==> config.mk <==
export PLATFORM = sky130hd
export DESIGN_NAME = hazard_unit
export DESIGN_NICKNAME = d
export VERILOG_FILES = /design/src/rtl/pipe_pkg.sv /design/src/rtl/hazard_unit_sat_counter.sv /design/src/rtl/hazard_unit.sv
export SDC_FILE = /design/constraint.sdc
export NUM_CORES = 1
export LEC_CHECK = 0
export BUFFER_PORTS_ARGS = -buffer_cell sky130_fd_sc_hd__buf_4
export CAP_MARGIN = 20
export CORE_UTILIZATION = 40
export DETAILED_ROUTE_END_ITERATION = 8
export GPL_ROUTABILITY_DRIVEN = 0
export PLACE_DENSITY = 0.66
export SYNTH_ARGS = -nofsm -noshare
export SYNTH_HDL_FRONTEND = slang
export SYNTH_SLANG_ARGS = --single-unit
==> constraint.sdc <==
create_clock -name clk -period 3.1 [get_ports clk]
set_input_delay 0.62 -clock clk [delete_from_list [all_inputs] [get_ports clk]]
set_output_delay 0.62 -clock clk [all_outputs]
set_load 0.1 [all_outputs]
==> src/rtl/pipe_pkg.sv <==
// Shared pipeline types: register index, hazard-controller state, NOP encoding.
// Latency: n/a (types and constants only).
// Backpressure: n/a.
package pipe_pkg;

  // Architectural register index (8 general-purpose registers).
  typedef logic [2:0] reg_idx_t;

  // Hazard-controller state.
  typedef enum logic {
    RUN      = 1'b0,
    RET_WAIT = 1'b1
  } hazard_state_t;

  // Width of the RET/RTI wait down-counter.
  localparam int unsigned WAIT_W = 4;

  // Instruction word loaded by the pipeline registers when a flush is asserted.
  localparam int unsigned INSTR_W   = 16;
  localparam logic [INSTR_W-1:0] NOP_INSTR = 16'h0000;

endpackage : pipe_pkg

==> src/rtl/hazard_unit_sat_counter.sv <==
// Saturating up-counter with synchronous clear; holds at all-ones instead of wrapping.
// Latency: count visible one cycle after the enabling cycle.
// Backpressure: none; clr has priority over en.
//
// Ports:
//   clk  - clock, rising edge
//   clr  - synchronous clear (wins over en)
//   en   - count this cycle
//   cnt  - current count
module sat_counter #(
  parameter int unsigned CNT_W = 16
) (
  input  logic             clk,
  input  logic             clr,
  input  logic             en,
  output logic [CNT_W-1:0] cnt
);

  logic at_max;

  assign at_max = &cnt;

  always_ff @(posedge clk) begin
    if (clr) begin
      cnt <= '0;
    end else if (en && !at_max) begin
      cnt <= cnt + {{(CNT_W-1){1'b0}}, 1'b1};
    end
  end

endmodule : sat_counter

==> src/rtl/hazard_unit.sv <==
// Decode-stage stall/flush controller: load-use bubble, taken-branch flush, RET/RTI return wait.
// Latency: zero; controls are combinational from state and this cycle's inputs.
// Backpressure: freezes PC and IF/ID (pc_en/if_id_en low) and injects ID/EX bubbles.
//
// Ports:
//   clk, rst                  - clock, synchronous active-high reset
//   id_src/id_dst             - register operands of the ID instruction
//   id_uses_src/id_uses_dst   - ID instruction actually reads that operand
//   id_is_ret                 - ID instruction is RET or RTI
//   ex_mem_read/ex_wb/ex_dst  - EX instruction is a load / writes back / its destination
//   branch_taken              - taken branch or jump resolved in EX
//   pc_en, if_id_en           - PC and IF/ID load enables
//   if_id_flush, id_ex_flush  - load NOP into IF/ID, ID/EX
//   busy                      - waiting for the return PC (RET_WAIT)
//   stall_cnt                 - saturating count of cycles with pc_en low
module hazard_unit
  import pipe_pkg::*;
#(
  parameter int unsigned RET_BUBBLES = 3,
  parameter int unsigned CNT_W       = 16
) (
  input  logic             clk,
  input  logic             rst,
  input  reg_idx_t         id_src,
  input  reg_idx_t         id_dst,
  input  logic             id_uses_src,
  input  logic             id_uses_dst,
  input  logic             id_is_ret,
  input  logic             ex_mem_read,
  input  logic             ex_wb,
  input  reg_idx_t         ex_dst,
  input  logic             branch_taken,
  output logic             pc_en,
  output logic             if_id_en,
  output logic             if_id_flush,
  output logic             id_ex_flush,
  output logic             busy,
  output logic [CNT_W-1:0] stall_cnt
);

  // The wait counter is 4 bits, so RET_BUBBLES must lie in 1..15.
  if ((RET_BUBBLES < 1) || (RET_BUBBLES > 15)) begin : g_bad_ret_bubbles
    $error("hazard_unit: RET_BUBBLES must be in 1..15");
  end

  // Loaded on RET entry; the RET_WAIT cycle that sees zero releases the PC.
  localparam logic [WAIT_W-1:0] RET_WAIT_INIT = WAIT_W'(RET_BUBBLES - 1);

  hazard_state_t     state_q, state_d;
  logic [WAIT_W-1:0] wait_cnt_q, wait_cnt_d;
  logic              lu;
  logic              src_hit;
  logic              dst_hit;

  // Load-use: a load in EX writes a register the ID instruction reads.
  // The load data arrives too late to forward, so ID must wait one cycle.
  assign src_hit = id_uses_src && (id_src == ex_dst);
  assign dst_hit = id_uses_dst && (id_dst == ex_dst);
  assign lu      = ex_mem_read && ex_wb && (src_hit || dst_hit);

  always_ff @(posedge clk) begin
    if (rst) begin
      state_q    <= RUN;
      wait_cnt_q <= '0;
    end else begin
      state_q    <= state_d;
      wait_cnt_q <= wait_cnt_d;
    end
  end

  always_comb begin
    state_d     = state_q;
    wait_cnt_d  = wait_cnt_q;
    pc_en       = 1'b1;
    if_id_en    = 1'b1;
    if_id_flush = 1'b0;
    id_ex_flush = 1'b0;
    busy        = 1'b0;

    if (rst) begin
      pc_en       = 1'b0;
      if_id_en    = 1'b0;
      if_id_flush = 1'b1;
      id_ex_flush = 1'b1;
      state_d     = RUN;
      wait_cnt_d  = '0;
    end else begin
      unique case (state_q)
        RUN: begin
          if (branch_taken) begin
            // ID and IF hold wrong-path instructions; a load-use or RET there is moot.
            if_id_flush = 1'b1;
            id_ex_flush = 1'b1;
          end else if (lu) begin
            // Hold PC and IF/ID, send a bubble to EX. Next cycle EX holds the
            // bubble, so lu drops by itself: exactly one bubble per hazard.
            pc_en       = 1'b0;
            if_id_en    = 1'b0;
            id_ex_flush = 1'b1;
          end else if (id_is_ret) begin
            // RET advances into EX; the fetch behind it is wrong-path and dropped.
            pc_en       = 1'b0;
            if_id_flush = 1'b1;
            state_d     = RET_WAIT;
            wait_cnt_d  = RET_WAIT_INIT;
          end
        end

        RET_WAIT: begin
          // Only bubbles sit behind the RET, so branch/lu/ret inputs are ignored.
          busy        = 1'b1;
          if_id_flush = 1'b1;
          if (wait_cnt_q == '0) begin
            // Return address is ready; PC mux loads it this cycle.
            pc_en   = 1'b1;
            state_d = RUN;
          end else begin
            pc_en      = 1'b0;
            wait_cnt_d = wait_cnt_q - 1'b1;
          end
        end

        default: begin
          state_d    = RUN;
          wait_cnt_d = '0;
        end
      endcase
    end
  end

  // Reset cycles hold pc_en low too but are not counted: clr wins over en.
  sat_counter #(
    .CNT_W (CNT_W)
  ) u_stall_cnt (
    .clk (clk),
    .clr (rst),
    .en  (!pc_en),
    .cnt (stall_cnt)
  );

endmodule : hazard_unit

==> flow_metrics.env, run 1 <==
export IMPL_cts_tree="done"
export IMPL_hp_class="reg2reg"
export IMPL_grt_start_max_net_pins=25
export IMPL_grt_pass1_vias=1049
export IMPL_worstMarginPinSlew_ns=0.480
export IMPL_finalHoldViolations=0
export IMPL_maxCapViolCount=0
export IMPL_synthesis_instances=140
export IMPL_grt_pass1_wl_um=4550
export IMPL_fmax_mhz=370
export IMPL_maxSlewHeadroom_pct=67.8
export IMPL_ys_seq_area_share_pct=36.2
export IMPL_period_share_pct=87.2
export IMPL_post_route_cells_drive_above_1_share_pct=26.1
export IMPL_synth_main_ff_cell="dfxtp_1"
export IMPL_drtPass1Iterations=4
export IMPL_p_leak_uw=0.000585
export IMPL_die_x_um=55.9
export IMPL_cp_slowest_cell="or4_1"
export IMPL_crit_path_max_fanout=3
export IMPL_yosysTopAreaCell="dfxtp_1"
export IMPL_route_detailed_wl_per_inst_um=12.6
export IMPL_setup_slack_ns=0.397
export IMPL_portBuffers=37
export IMPL_synth_area_top_cells="dfxtp_1, xnor2_1, or3_1"
export IMPL_powerDensity_mw_per_mm2=378
export IMPL_cts_root_buf="clkbuf_4"
export IMPL_ant_nets=0
export IMPL_yosys_cell_count_top_type="dfxtp_1"
export IMPL_critPathArrivalTime_ns=2.08
export IMPL_pre_cts_ws_ns=0.369
export IMPL_num_rows=19
export IMPL_fin_nets=200
export IMPL_critPathRequiredTime_ns=2.48
export IMPL_fp_dieH_um=55.9
export IMPL_ir_drop_mv=0.393
export IMPL_post_cts_setup_buffers=0
export IMPL_synth_top_area_share_pct=36.2
export IMPL_synth_common_cells="dfxtp_1, nand2_1, nor2_1, o21ai_0"
export IMPL_area_growth_pct=30.2
export IMPL_final_core_util_pct=54.8
export IMPL_io_pins=38
export IMPL_cts_htree_levels=1
export IMPL_initial_core_util_pct=42.1
export IMPL_synth_area_mm2=0.00116
export IMPL_synth_edf_count=0
export IMPL_final_cells=211
export IMPL_fin_crit_ns=2.70
export IMPL_finalSetupViolCount=0
export IMPL_grt_usage_pct=18.2
export IMPL_clock_sinks=21
export IMPL_ys_async_sr_fraction_pct=0
export IMPL_final_area_mm2=0.00151
export IMPL_cts_made_buffers=3
export IMPL_cp_common_cell="buf_4"
export IMPL_rsz0062_at_grt="no"
export IMPL_wirelength_um=2660
export IMPL_synth_fp_nets=159
export IMPL_yosysWarnings=0
export IMPL_avgSynthCellArea_um2=8.28
export IMPL_synth_seq_cells=21
export IMPL_clk_pin_slew_ns=0.12
export IMPL_clk_latency_ns=0.31
export IMPL_die_area_mm2=0.00312
export IMPL_post_place_cells=206
export IMPL_globalRoute_totalOverflow=0
export IMPL_fillers=262
export IMPL_maxSlewViolCount=0
export IMPL_setup_worst_path_start_class="input port"
export IMPL_core_area_mm2=0.00276
export IMPL_cp_slowest_stage_delay_ns=0.40
export IMPL_dp_hpwl_um=2040
export IMPL_end_kind="primary output"
export IMPL_viasPerCell=5.44
export IMPL_clockBufferDepth=2
export IMPL_fin_tns_setup_ns=0
export IMPL_synthDistinctLibCells=34
export IMPL_status="finished, final reports clean"
export IMPL_via_count=1148
export IMPL_drc=0
export IMPL_dpl_instance_area_mm2=0.00147
export IMPL_antennaDiodeCount=0
export IMPL_cts_hold_buffers=0
export IMPL_dr_first_iter_drc_count=31
export IMPL_crit_chain="buf_4 > xnor2_1 > nand4_1 > a21oi_1 > nor2b_1 > or4_1 > buf_4"
export IMPL_antenna_found_initial=0
export IMPL_criticalPathCategory="in2out"
export IMPL_fin_skew_ns=0.0125
export IMPL_ctsResizeCount=0
-- metrics by stage --
stage	hold WS (ns)	power [uW]
after CTS	0.515	578
after global routing	0.548	600
final	0.511	571
after detailed placement	0.494	441
after global placement	0.481	438
after floorplan	0.490	400
-- sequential cells by signal (all words and copies together), names as in the netlist --
signal,count
wait_cnt_q,4
u_stall_cnt.cnt,16
state_q,1
-- path summary, 6_finish.rpt --
| path | from | slack (ns) | endpoint | depth (start not counted) |
|---|---|---|---|---|
| max reg2reg | wait_cnt_q[0] | 1.09 | u_stall_cnt.cnt[10] | 8 |
| min reg2reg | u_stall_cnt.cnt[9] | 0.51 | u_stall_cnt.cnt[9] | 2 |
| max | id_src[0] | 0.40 | if_id_flush | 7 |
| min | u_stall_cnt.cnt[9] | 0.51 | u_stall_cnt.cnt[9] | 2 |
-- power breakdown --
part / internal (uW) / switching, uW
sequential: 278 / 9.37
clock: 49.3 / 86.0
combinational: 47.1 / 102
-- cell usage in the layout, fill, tap and decap left out, types with 2 or more instances in the layout --
master	count
a21oi_1	10
and2_1	3
and4_1	2
buf_4	40
clkbuf_4	3
dfxtp_1	21
ha_1	2
inv_1	7
nand2_1	11
nand3_1	6
nand4_1	3
nor2_1	11
nor2b_1	3
nor3_1	5
o2111ai_1	2
o21ai_0	10
o311a_1	2
or3_1	10
xnor2_1	8
xor2_1	5
-- cell families (layout without fill, tap and decap cells) --
| group | Yosys count | in the layout | synth area share [%] |
|---|---|---|---|
| adders and majority gates | 2 | 2 | 2.16 |
| buffers and inverters | 11 | 51 | 4.21 |
| AOI/OAI and AO/OA | 35 | 35 | 21.4 |
| muxes | 1 | 1 | 0.863 |
| xor gates and xnor gates | 13 | 13 | 9.82 |
| DFF | 21 | 21 | 36.2 |
| and+or+nand+nor | 57 | 57 | 25.4 |
-- metal layers --
metal / global-route usage (%) / vias up / wire [um]
met2: 32.7 / 22 / 1410
met4: 4.18 / 0 / 24
li1: - / 588 / -
met5: 0 / - / 0
met1: 21.6 / 534 / 1120
met3: 4.88 / 4 / 102
-- worst max-delay path, delay by kind of cell --
family                    cells  cell delay [ns]
AOI/OAI and AO/OA             1             0.23
xor gates and xnor gates      1             0.18
buffers and inverters         2             0.36
and+or+nand+nor               3             0.70
-- cell type report --
cell class	count	area [um2]	area share (%)
Tap cell	31	38.8	2.57
Multi-Input combinational cell	108	694	46.0
Clock inverter	1	7.51	0.497
Clock buffer	3	22.5	1.49
Inverter	7	26.3	1.74
Sequential cell	21	420	27.8
Timing Repair Buffer	40	300	19.9
(Power assumes the default switching activity.)
==> run 2: changes to the inputs <==
==> constraint.sdc (replaced) <==
create_clock -name clk -period 3.18 [get_ports clk]
set_input_delay 0.636 -clock clk [delete_from_list [all_inputs] [get_ports clk]]
set_output_delay 0.636 -clock clk [all_outputs]
set_load 0.1 [all_outputs]
==> flow_metrics.env, run 2 (synthesis gave the netlist of run 1 again) <==
export IMPL_status="finished, final reports clean"
export IMPL_top_regs="u_stall_cnt.cnt: 16 flops, wait_cnt_q: 4 flops, state_q: 1 flops"
export IMPL_drtPass1Iterations=4
export IMPL_endpoint="pc_en"
export IMPL_route_detailed_wl_per_inst_um=12.7
export IMPL_ir_drop_mv=0.320
export IMPL_startpoint="ex_dst[1]"
export IMPL_globalRoute_totalOverflow=0
export IMPL_num_rows=19
export IMPL_cp_slowest_stage_delay_ns=0.55
export IMPL_core_area_mm2=0.00276
export IMPL_grtUsageMet3_pct=4.19
export IMPL_fin_skew_ns=0.00310
export IMPL_grt_pass1_vias=1068
export IMPL_crit_family="compound AO/OA/AOI/OAI gates"
export IMPL_via_count=1141
export IMPL_fin_nets=199
export IMPL_clk_pin_slew_ns=0.12
export IMPL_cp_num_buf_inv=3
export IMPL_grt_pass1_wl_um=4570
export IMPL_rr_startpoint="wait_cnt_q[0]"
export IMPL_antenna_found_initial=0
export IMPL_fp_dieH_um=55.9
export IMPL_fillers=263
export IMPL_cts_htree_levels=1
export IMPL_ctsResizeCount=0
export IMPL_hold_worst_slack_ns=0.514
export IMPL_finalSetupViolCount=0
export IMPL_cts_tree="done"
export IMPL_maxSlewViolCount=0
export IMPL_end_kind="primary output"
export IMPL_drc=0
export IMPL_cts_root_buf="clkbuf_4"
export IMPL_final_cells=210
export IMPL_maxCapViolCount=0
export IMPL_initial_core_util_pct=42.1
export IMPL_wirelength_um=2660
export IMPL_die_x_um=55.9
export IMPL_fin_tns_setup_ns=0
export IMPL_critPathRequiredTime_ns=2.54
export IMPL_ant_nets=0
export IMPL_grt_start_max_net_pins=25
export IMPL_final_core_util_pct=54.3
export IMPL_io_pins=38
export IMPL_globalRouteMet1Util_pct=22.9
export IMPL_die_area_mm2=0.00312
export IMPL_dp_hpwl_um=2020
export IMPL_final_common_cell="buf_4"
export IMPL_mostFrequentLayoutCells="buf_4, dfxtp_1, nand2_1, nor2_1"
export IMPL_maxSlewHeadroom_pct=67.2
export IMPL_crit_path_max_fanout=7
export IMPL_antennaDiodeCount=0
export IMPL_grt_use_met2_pct=31.0
export IMPL_largest_reg_flops=16
export IMPL_viasPerCell=5.43
export IMPL_cp_slowest_cell="a2111oi_4"
export IMPL_largest_register="u_stall_cnt.cnt"
export IMPL_crit_cells=7
export IMPL_rr_endpoint="u_stall_cnt.cnt[9]"
export IMPL_reg2reg_depth=8
export IMPL_setup_worst_path_start_class="input port"
export IMPL_cts_made_buffers=3
export IMPL_grt_usage_pct=18.1
export IMPL_r2r_slack_ns=1.20
export IMPL_crit_chain="buf_4 > xnor2_1 > nand4_1 > a2111oi_4 > or3_1 > inv_1 > buf_4"
export IMPL_fmax_mhz=361
export IMPL_cts_hold_buffers=0
export IMPL_hp_class="reg2reg"
export IMPL_post_route_cells_drive_above_1_share_pct=25.1
export IMPL_rsz0062_at_grt="no"
export IMPL_critPathArrivalTime_ns=2.13
export IMPL_clk_latency_ns=0.31
export IMPL_criticalPathCategory="in2out"
export IMPL_period_share_pct=87.0
export IMPL_post_place_cells=205
export IMPL_worstMarginPinSlew_ns=0.489
export IMPL_p_leak_uw=0.000582
export IMPL_powerDensity_mw_per_mm2=371
export IMPL_portBuffers=37
export IMPL_dr_first_iter_drc_count=35
export IMPL_post_cts_setup_buffers=0
export IMPL_cp_common_cell="buf_4"
export IMPL_clock_sinks=21
export IMPL_fin_crit_ns=2.77
export IMPL_finalHoldViolations=0
export IMPL_clockBufferDepth=2
export IMPL_area_growth_pct=29.0
export IMPL_busiest_layer="met2"
run 2: per-layer routing:
| layer | vias to the layer above | share of wire (%) | routed length, um |
|---|---|---|---|
| li1 | 585 | - | - |
| met1 | 543 | 47 | 1240 |
| met2 | 11 | 50 | 1340 |
| met3 | 2 | 2.5 | 66 |
| met4 | 0 | 0.64 | 17 |
| met5 | - | 0 | 0 |
run 2: per-stage QoR:
stage	instance area, um2	worst slack, ns	total power [uW]
after CTS	1490	0.406	559
after global routing	1500	0.322	583
after floorplan	1160	0.000157	390
after detailed placement	1460	0.409	429
final	1500	0.412	556
after global placement	1460	0.441	426
run 2: worst min path at each step:
stage | from | depth (start not counted) | end
after floorplan | wait_cnt_q[0] | 1 | wait_cnt_q[0]
after global placement | u_stall_cnt.cnt[9] | 2 | u_stall_cnt.cnt[9]
after detailed placement | u_stall_cnt.cnt[9] | 2 | u_stall_cnt.cnt[9]
after CTS | u_stall_cnt.cnt[9] | 2 | u_stall_cnt.cnt[9]
after global routing | u_stall_cnt.cnt[10] | 2 | u_stall_cnt.cnt[10]
final | u_stall_cnt.cnt[9] | 2 | u_stall_cnt.cnt[9]
run 2: final cells by class:
type	instances	area (um2)	share of cell area (%)
tap	31	38.8	2.59
sequential	21	420	28.1
timing repair buffer	39	293	19.6
clock buffer	3	22.5	1.51
multi-input combinational	108	691	46.2
inverter	7	26.3	1.76
clock inverter	1	5.00	0.334
run 2: worst min-delay path, cell delays in order (launching register included):
cell and delay [ns]:
dfxtp_1 0.34, o21ai_0 0.07, a21oi_1 0.06
run 2: where the power goes:
group / switching (uW) / internal (uW) / total, uW
logic: 98.7 / 45.5 / 144
clock network: 84.8 / 46.9 / 132
registers: 9.17 / 271 / 280
total: 193 / 363 / 556
